<file path="config.mk">
export PLATFORM = sky130hd
export DESIGN_NAME = genshin_cmd_arbiter_flat
export DESIGN_NICKNAME = d
export VERILOG_FILES = /design/src/rtl/genshin_cmd_arbiter_if.sv /design/src/rtl/genshin_cmd_arbiter.sv /design/src/flat_wrapper.sv
export SDC_FILE = /design/constraint.sdc
export NUM_CORES = 1
export LEC_CHECK = 0
export ABC_AREA = 1
export CAP_MARGIN = 10
export CORE_MARGIN = 2
export CORE_UTILIZATION = 55
export CTS_BUF_LIST = sky130_fd_sc_hd__clkbuf_8 sky130_fd_sc_hd__clkbuf_16
export CTS_CLUSTER_SIZE = 40
export DETAILED_ROUTE_END_ITERATION = 7
export GPL_TIMING_DRIVEN = 0
export PLACE_DENSITY_LB_ADDON = 0.1
export SYNTH_ARGS = -nofsm -noshare
export SYNTH_HDL_FRONTEND = slang
export SYNTH_SLANG_ARGS = --single-unit
</file>
<file path="constraint.sdc">
create_clock -name clock -period 5 [get_ports clock]
set_clock_uncertainty 0.1 [all_clocks]
set_input_delay 0.5 -clock clock [delete_from_list [all_inputs] [get_ports clock]]
set_output_delay 0.5 -clock clock [all_outputs]
set_load 0.02 [all_outputs]
</file>
<file path="src/rtl/genshin_cmd_arbiter_if.sv">
// Command-source and UART handshake bundle for genshin_cmd_arbiter.
// The arbiter takes the slave side; sources and the UART take the master side.
interface genshin_cmd_arbiter_if #(
  parameter int NUM_SRC = 2,
  parameter int DATA_W  = 8
);
  logic [NUM_SRC*DATA_W-1:0] src_bits;
  logic [NUM_SRC-1:0]        src_valid;
  logic [NUM_SRC-1:0]        src_ready;
  logic [DATA_W-1:0]         tx_bits;
  logic                      tx_ready;
  logic [DATA_W-1:0]         rx_bits;
  logic                      rx_valid;

  modport master (
    output src_bits, src_valid, tx_ready, rx_bits, rx_valid,
    input  src_ready, tx_bits
  );

  modport slave (
    input  src_bits, src_valid, tx_ready, rx_bits, rx_valid,
    output src_ready, tx_bits
  );
endinterface

</file>
<file path="src/rtl/genshin_cmd_arbiter.sv">
// Mode-selected command arbiter: buffers bytes from the chosen source and feeds them to the UART.
// Optional TX watchdog (TIMEOUT_CYC, timeout flag) is built only when GK_TX_TIMEOUT_EN is defined.
module genshin_cmd_arbiter #(
  parameter int NUM_SRC    = 2,
  parameter int DATA_W     = 8,
  parameter int FIFO_DEPTH = 4,
`ifdef GK_TX_TIMEOUT_EN
  parameter int TIMEOUT_CYC = 4096,
`endif
  parameter logic [DATA_W-1:0] IDLE_BYTE = 8'h00,
  localparam int SEL_W = $clog2(NUM_SRC),
  localparam int CNT_W = $clog2(FIFO_DEPTH) + 1
) (
  input  logic                 clock,
  input  logic                 reset,
  input  logic [SEL_W-1:0]     mode_sel,
  genshin_cmd_arbiter_if.slave bus,
  output logic [DATA_W-1:0]    status_bits,
  output logic                 status_valid,
  output logic [CNT_W-1:0]     fifo_count,
  output logic                 overflow,
  output logic                 timeout
);
  localparam int               PTR_W   = $clog2(FIFO_DEPTH);
  localparam logic [CNT_W-1:0] DEPTH_C = CNT_W'(FIFO_DEPTH);

  logic [DATA_W-1:0]  mem_r [FIFO_DEPTH];
  logic [PTR_W-1:0]   wr_ptr_r;
  logic [PTR_W-1:0]   rd_ptr_r;
  logic [CNT_W-1:0]   count_r;
  logic [SEL_W-1:0]   mode_r;
  logic [DATA_W-1:0]  tx_bits_r;
  logic [DATA_W-1:0]  status_bits_r;
  logic               status_valid_r;
  logic               overflow_r;
  logic               timeout_s;

  logic               flush_s;
  logic               full_s;
  logic               empty_s;
  logic               push_s;
  logic               pop_s;
  logic               force_pop_s;
  logic               stray_s;
  logic               sel_valid_s;
  logic [NUM_SRC-1:0] src_ready_s;
  logic [DATA_W-1:0]  push_data_s;
  logic [CNT_W-1:0]   count_after_pop_s;
  logic [CNT_W-1:0]   count_next_s;
  logic [PTR_W-1:0]   rd_next_s;
  logic [DATA_W-1:0]  tx_next_s;

  // A mode change seen against the registered copy flushes for exactly one cycle.
  assign flush_s     = (mode_r != mode_sel);
  assign full_s      = (count_r == DEPTH_C);
  assign empty_s     = (count_r == '0);
  assign push_s      = |src_ready_s;
  assign push_data_s = bus.src_bits[mode_sel*DATA_W +: DATA_W];
  assign pop_s       = ~flush_s & ~empty_s & (bus.tx_ready | force_pop_s);

  // Accept decode: only the selected source is ever granted; any other valid is a stray.
  always_comb begin
    src_ready_s = '0;
    stray_s     = 1'b0;
    sel_valid_s = 1'b0;
    for (int i = 0; i < NUM_SRC; i++) begin
      if (SEL_W'(i) == mode_sel) begin
        sel_valid_s    = bus.src_valid[i];
        src_ready_s[i] = bus.src_valid[i] & ~full_s & ~flush_s;
      end else begin
        stray_s = stray_s | bus.src_valid[i];
      end
    end
  end

  // Next occupancy and next head byte; a push into a just-emptied FIFO bypasses storage.
  always_comb begin
    count_after_pop_s = count_r - CNT_W'(pop_s);
    rd_next_s         = rd_ptr_r + PTR_W'(pop_s);
    count_next_s      = '0;
    tx_next_s         = IDLE_BYTE;
    if (flush_s) begin
      count_next_s = '0;
      tx_next_s    = IDLE_BYTE;
    end else begin
      count_next_s = count_after_pop_s + CNT_W'(push_s);
      if (count_next_s == '0) begin
        tx_next_s = IDLE_BYTE;
      end else if (count_after_pop_s == '0) begin
        tx_next_s = push_data_s;
      end else begin
        tx_next_s = mem_r[rd_next_s];
      end
    end
  end

  // Pointers, occupancy, registered mode and the registered head byte.
  always_ff @(posedge clock or posedge reset) begin
    if (reset) begin
      wr_ptr_r  <= '0;
      rd_ptr_r  <= '0;
      count_r   <= '0;
      mode_r    <= '0;
      tx_bits_r <= IDLE_BYTE;
    end else begin
      mode_r    <= mode_sel;
      count_r   <= count_next_s;
      tx_bits_r <= tx_next_s;
      if (flush_s) begin
        wr_ptr_r <= '0;
        rd_ptr_r <= '0;
      end else begin
        rd_ptr_r <= rd_next_s;
        if (push_s) begin
          wr_ptr_r <= wr_ptr_r + PTR_W'(1);
        end
      end
    end
  end

  // Byte storage; contents are don't-care until counted in, so no reset is needed.
  always_ff @(posedge clock) begin
    if (push_s) begin
      mem_r[wr_ptr_r] <= push_data_s;
    end
  end

  // Sticky overflow and the feedback status capture.
  always_ff @(posedge clock or posedge reset) begin
    if (reset) begin
      overflow_r     <= 1'b0;
      status_bits_r  <= '0;
      status_valid_r <= 1'b0;
    end else begin
      overflow_r     <= overflow_r | stray_s | (sel_valid_s & full_s);
      status_valid_r <= bus.rx_valid;
      if (bus.rx_valid) begin
        status_bits_r <= bus.rx_bits;
      end
    end
  end

`ifdef GK_TX_TIMEOUT_EN
  localparam int              TO_W      = (TIMEOUT_CYC > 2) ? $clog2(TIMEOUT_CYC) : 1;
  localparam logic [TO_W-1:0] TO_LAST_C = TO_W'(TIMEOUT_CYC - 1);

  logic [TO_W-1:0] wait_cnt_r;
  logic            timeout_r;

  assign force_pop_s = ~empty_s & ~bus.tx_ready & (wait_cnt_r == TO_LAST_C);
  assign timeout_s   = timeout_r;

  // Watchdog: counts cycles the head has waited; a lost handshake forces the head out.
  always_ff @(posedge clock or posedge reset) begin
    if (reset) begin
      wait_cnt_r <= '0;
      timeout_r  <= 1'b0;
    end else begin
      if (flush_s | pop_s | empty_s) begin
        wait_cnt_r <= '0;
      end else begin
        wait_cnt_r <= wait_cnt_r + TO_W'(1);
      end
      if (force_pop_s & ~flush_s) begin
        timeout_r <= 1'b1;
      end
    end
  end
`else
  assign force_pop_s = 1'b0;
  assign timeout_s   = 1'b0;
`endif

  assign bus.src_ready = src_ready_s;
  assign bus.tx_bits   = tx_bits_r;
  assign status_bits   = status_bits_r;
  assign status_valid  = status_valid_r;
  assign fifo_count    = count_r;
  assign overflow      = overflow_r;
  assign timeout       = timeout_s;
endmodule

</file>
<file path="src/flat_wrapper.sv">
// flat-port wrapper written by rule: the top's interface ports become plain ports
module genshin_cmd_arbiter_flat 
#(
  parameter int NUM_SRC    = 2,
  parameter int DATA_W     = 8,
  parameter int FIFO_DEPTH = 4,

  parameter logic [DATA_W-1:0] IDLE_BYTE = 8'h00,
  localparam int SEL_W = $clog2(NUM_SRC),
  localparam int CNT_W = $clog2(FIFO_DEPTH) + 1
)
  (clock, reset, mode_sel, status_bits, status_valid, fifo_count, overflow, timeout, bus_src_bits, bus_src_valid, bus_tx_ready, bus_rx_bits, bus_rx_valid, bus_src_ready, bus_tx_bits);
  genshin_cmd_arbiter_if #(.NUM_SRC(NUM_SRC), .DATA_W(DATA_W)) bus_i ();
  input  logic clock;
  input  logic reset;
  input  logic [SEL_W-1:0] mode_sel;
  output logic [DATA_W-1:0] status_bits;
  output logic status_valid;
  output logic [CNT_W-1:0] fifo_count;
  output logic overflow;
  output logic timeout;
  input wire logic [$bits(bus_i.src_bits)-1:0] bus_src_bits;
  input wire logic [$bits(bus_i.src_valid)-1:0] bus_src_valid;
  input wire logic [$bits(bus_i.tx_ready)-1:0] bus_tx_ready;
  input wire logic [$bits(bus_i.rx_bits)-1:0] bus_rx_bits;
  input wire logic [$bits(bus_i.rx_valid)-1:0] bus_rx_valid;
  output wire logic [$bits(bus_i.src_ready)-1:0] bus_src_ready;
  output wire logic [$bits(bus_i.tx_bits)-1:0] bus_tx_bits;
  assign bus_i.src_bits = bus_src_bits;
  assign bus_i.src_valid = bus_src_valid;
  assign bus_i.tx_ready = bus_tx_ready;
  assign bus_i.rx_bits = bus_rx_bits;
  assign bus_i.rx_valid = bus_rx_valid;
  assign bus_src_ready = bus_i.src_ready;
  assign bus_tx_bits = bus_i.tx_bits;
  genshin_cmd_arbiter #(.NUM_SRC(NUM_SRC), .DATA_W(DATA_W), .FIFO_DEPTH(FIFO_DEPTH), .IDLE_BYTE(IDLE_BYTE)) u_core (.clock(clock), .reset(reset), .mode_sel(mode_sel), .bus(bus_i), .status_bits(status_bits), .status_valid(status_valid), .fifo_count(fifo_count), .overflow(overflow), .timeout(timeout));
endmodule
</file>
==> results_dict.tcl <==
set metrics [dict create \
    drc 0 \
    syn2layout_area_growth_pct 29.9 \
    syn_avg_cell_area_um2 9.51 \
    dp_hpwl_um 4020 \
    worstPathArrival_ps 3170 \
    numClockSinks 58 \
    drtIter0Drc 139 \
    ys_types 23 \
    cellInternalPower_w 0.000955 \
    synth_edf_count 32 \
    numPortBuffers 53 \
    synth-seq-cells 58 \
    cts.repair.resized 0 \
    r2r_cells 13 \
    htreeDepth 3 \
    critical_path.max_fanout 9 \
    min_path_cells 2 \
    clk_path_buf_depth 2 \
    startpoint "mode_sel" \
    synth_area_leaders "edfxtp_1 (35%), dfrtp_1 (24%), nand2_1 (11%)" \
    syn_nets 329 \
    ir_drop_uv 223 \
    status "finished clean" \
    synthTopCellsByCount "nand2_1 (79), inv_1 (43), nor2_1 (35), edfxtp_1 (32), dfrtp_1 (26)" \
    wire_per_inst_um 13.9 \
    netlist_area_um2 2750 \
    cts-root-buf "clkbuf_8" \
    combPwrFrac_pct 25.5 \
    drt_first_pass_iters 4 \
    num_antenna_cells 0 \
    setup_viol_count_final 0 \
    grt_pass1_vias 2036 \
    worstMarginPinSlew_ps 1040 \
    synth_flop_cell "edfxtp_1" \
    num_vias 2102 \
    fillers 353 \
    worst_r2r_endpoint "u_core.bus.tx_bits[6]" \
    die_width_um 74.7 \
    async_flop_share_pct 44.8 \
    syn_inst 289 \
    p_clk_share_pct 32.9 \
    seq_area_um2 1610 \
    core_um2 4790 \
    num_rows 25 \
    nets 393 \
    track_usage_pct 23.2 \
    grt_pass1_wl_um 9380 \
    seqPwrFrac_pct 41.6 \
    cts_setup_buffers 0 \
    reg2reg_slack_ps 2390 \
    instances_no_fill 425 \
    worstHoldPathType "reg2reg" \
    min_period_over_period_pct 61.0 \
    cts.clk_slew.worst_paths_ps 60 \
    power-per-cell-area_nw_per_um2 379 \
    post_drt_via_cell_ratio 4.95 \
    ant_nets 0 \
    p_sw_w 0.000399 \
    cts_tree "built" \
    critPathKind "in2reg" \
    routed_wirelength_um 5930 \
    grt_max_degree 27 \
    hold_buffers 0 \
    crit_path_end "u_core.bus.tx_bits[6]" \
    rsz0062_at_grt "false" \
    fin_crit_ps 3050 \
    max_freq_ghz 0.328 \
    start_util_pct 57.4 \
    dp.cells 409 \
    synth_top_area_share_pct 35.0 \
    grt-ovfl-total 0 \
    grt_antenna_before_repair 0 \
    relSlewSlack_pct 30.5 \
    finalHoldViolations 0 \
    tns_ps 0 \
    multiInputGateArea_um2 901 \
    crit_required_ps 5120 \
    ys_seq_area_share_pct 58.6 \
    numCtsBuffers 9 \
    critPathCaptureType "flop" \
    clk_latency_ps 330 \
    sw_frac_of_total_pct 29.5 \
    p_total_w 0.00135 \
    yosysMostFrequentCell "nand2_1" \
    gp_routability_congestion 0.796 \
    final_max_slew_viol_count 0 \
    drive_gt1_share_pct 12.0 \
    r2r-start "u_core.mode_r" \
    die_h_um 74.7 \
    io_pins 55 \
    p_leak_nw 1.67 \
    yosysTopAreaCell "edfxtp_1" \
    synth-warning-count 0 \
    dieArea_um2 5580 \
    cp-start-kind "input port" \
    cap_violations 0 \
]
-- state kept, by name, indices dropped and copies added, names as in the netlist --
signal,flops
u_core.bus.tx_bits,8
u_core.fifo_count,3
u_core.mem_r,32
u_core.mode_r,1
u_core.overflow,1
u_core.rd_ptr_r,2
u_core.status_bits,8
u_core.status_valid,1
u_core.wr_ptr_r,2
-- routing by layer --
metal / vias up / track usage (%) / routed length, um
met2: 81 / 42.0 / 3140
met3: 10 / 4.42 / 381
met5: - / 0 / 0
met4: 0 / 10.5 / 89
met1: 975 / 26.7 / 2320
li1: 1036 / - / -
-- layout make-up --
type | count | share of cell area (%)
buffer | 8 | 1.68
clock buffer | 12 | 4.63
clock inverter | 4 | 1.19
inverter | 47 | 4.94
multi-input combinational | 176 | 25.2
sequential | 58 | 45.1
tap | 67 | 2.35
timing repair buffer | 53 | 14.9
-- power by group through the flow --
stage | combinational [W] | sequential [W] | clock, W
6_report | 0.000345 | 0.000563 | 0.000445
5_1_grt | 0.000385 | 0.000567 | 0.000468
4_1_cts | 0.000345 | 0.000563 | 0.000448
3_5_place_dp | 0.000344 | 0.000573 | 0
3_3_place_gp | 0.000337 | 0.000571 | 0
2_1_floorplan | 0.000177 | 0.000606 | 0
-- worst min-delay path by stage --
stage | endpoint | from | slack (ps)
detailed placement | u_core.overflow | u_core.overflow | 380
global placement | u_core.overflow | u_core.overflow | 360
CTS | u_core.overflow | u_core.overflow | 390
global route | u_core.status_bits[5] | u_core.status_bits[5] | 430
finish | u_core.overflow | u_core.overflow | 390
floorplan | u_core.mode_r | mode_sel | 430
-- critical path: stages --
cell and delay (ps):
clkdlybuf4s50_1 490, buf_6 160, nand2_1 60, inv_1 120
nor2_4 70, inv_2 60, nand2_1 40, a31oi_1 240
ha_1 300, inv_1 60, ha_1 140, ha_1 230
nor2_1 120, nand3_1 330, nand3_1 200, nor2_2 60
-- cell usage in the layout (no fill, tap or decap), types with 2 or more instances in the layout --
cell             instances
clkdlybuf4s50_1         53
buf_4                    3
nand2_2                  3
buf_6                    2
inv_1                   45
ha_1                     9
dfrtp_1                 26
nand3_1                 14
buf_2                    3
clkbuf_8                12
nor2_1                  35
a21oi_1                  2
mux2_2                   8
inv_2                    4
nor2_2                   3
nand2_1                 79
o21ai_0                 15
edfxtp_1                32
nand4_1                  2
-- cell families after synthesis --
family	count (synthesis)	synth area share (%)
simple gates	139	21.3
flops	58	58.6
buf+inv	55	8.60
compound gates	18	3.32
fa+ha+maj	9	4.10
mux	8	3.28
other cells	1	0.136
xor+xnor	1	0.592
-- per-stage QoR --
stage | setup slack [ps] | cell area, um^2 | utilization, % | hold WS (ps)
final | 1950 | 3570 | 74.6 | 393
after global routing | 1700 | 3570 | 74.6 | 427
after CTS | 1970 | 3570 | 74.6 | 394
after detailed placement | 1630 | 3360 | 70.3 | 376
after global placement | 1660 | 3360 | 70.3 | 357
after floorplan | 2560 | 2750 | - | 431
(Power assumes the default switching activity.)
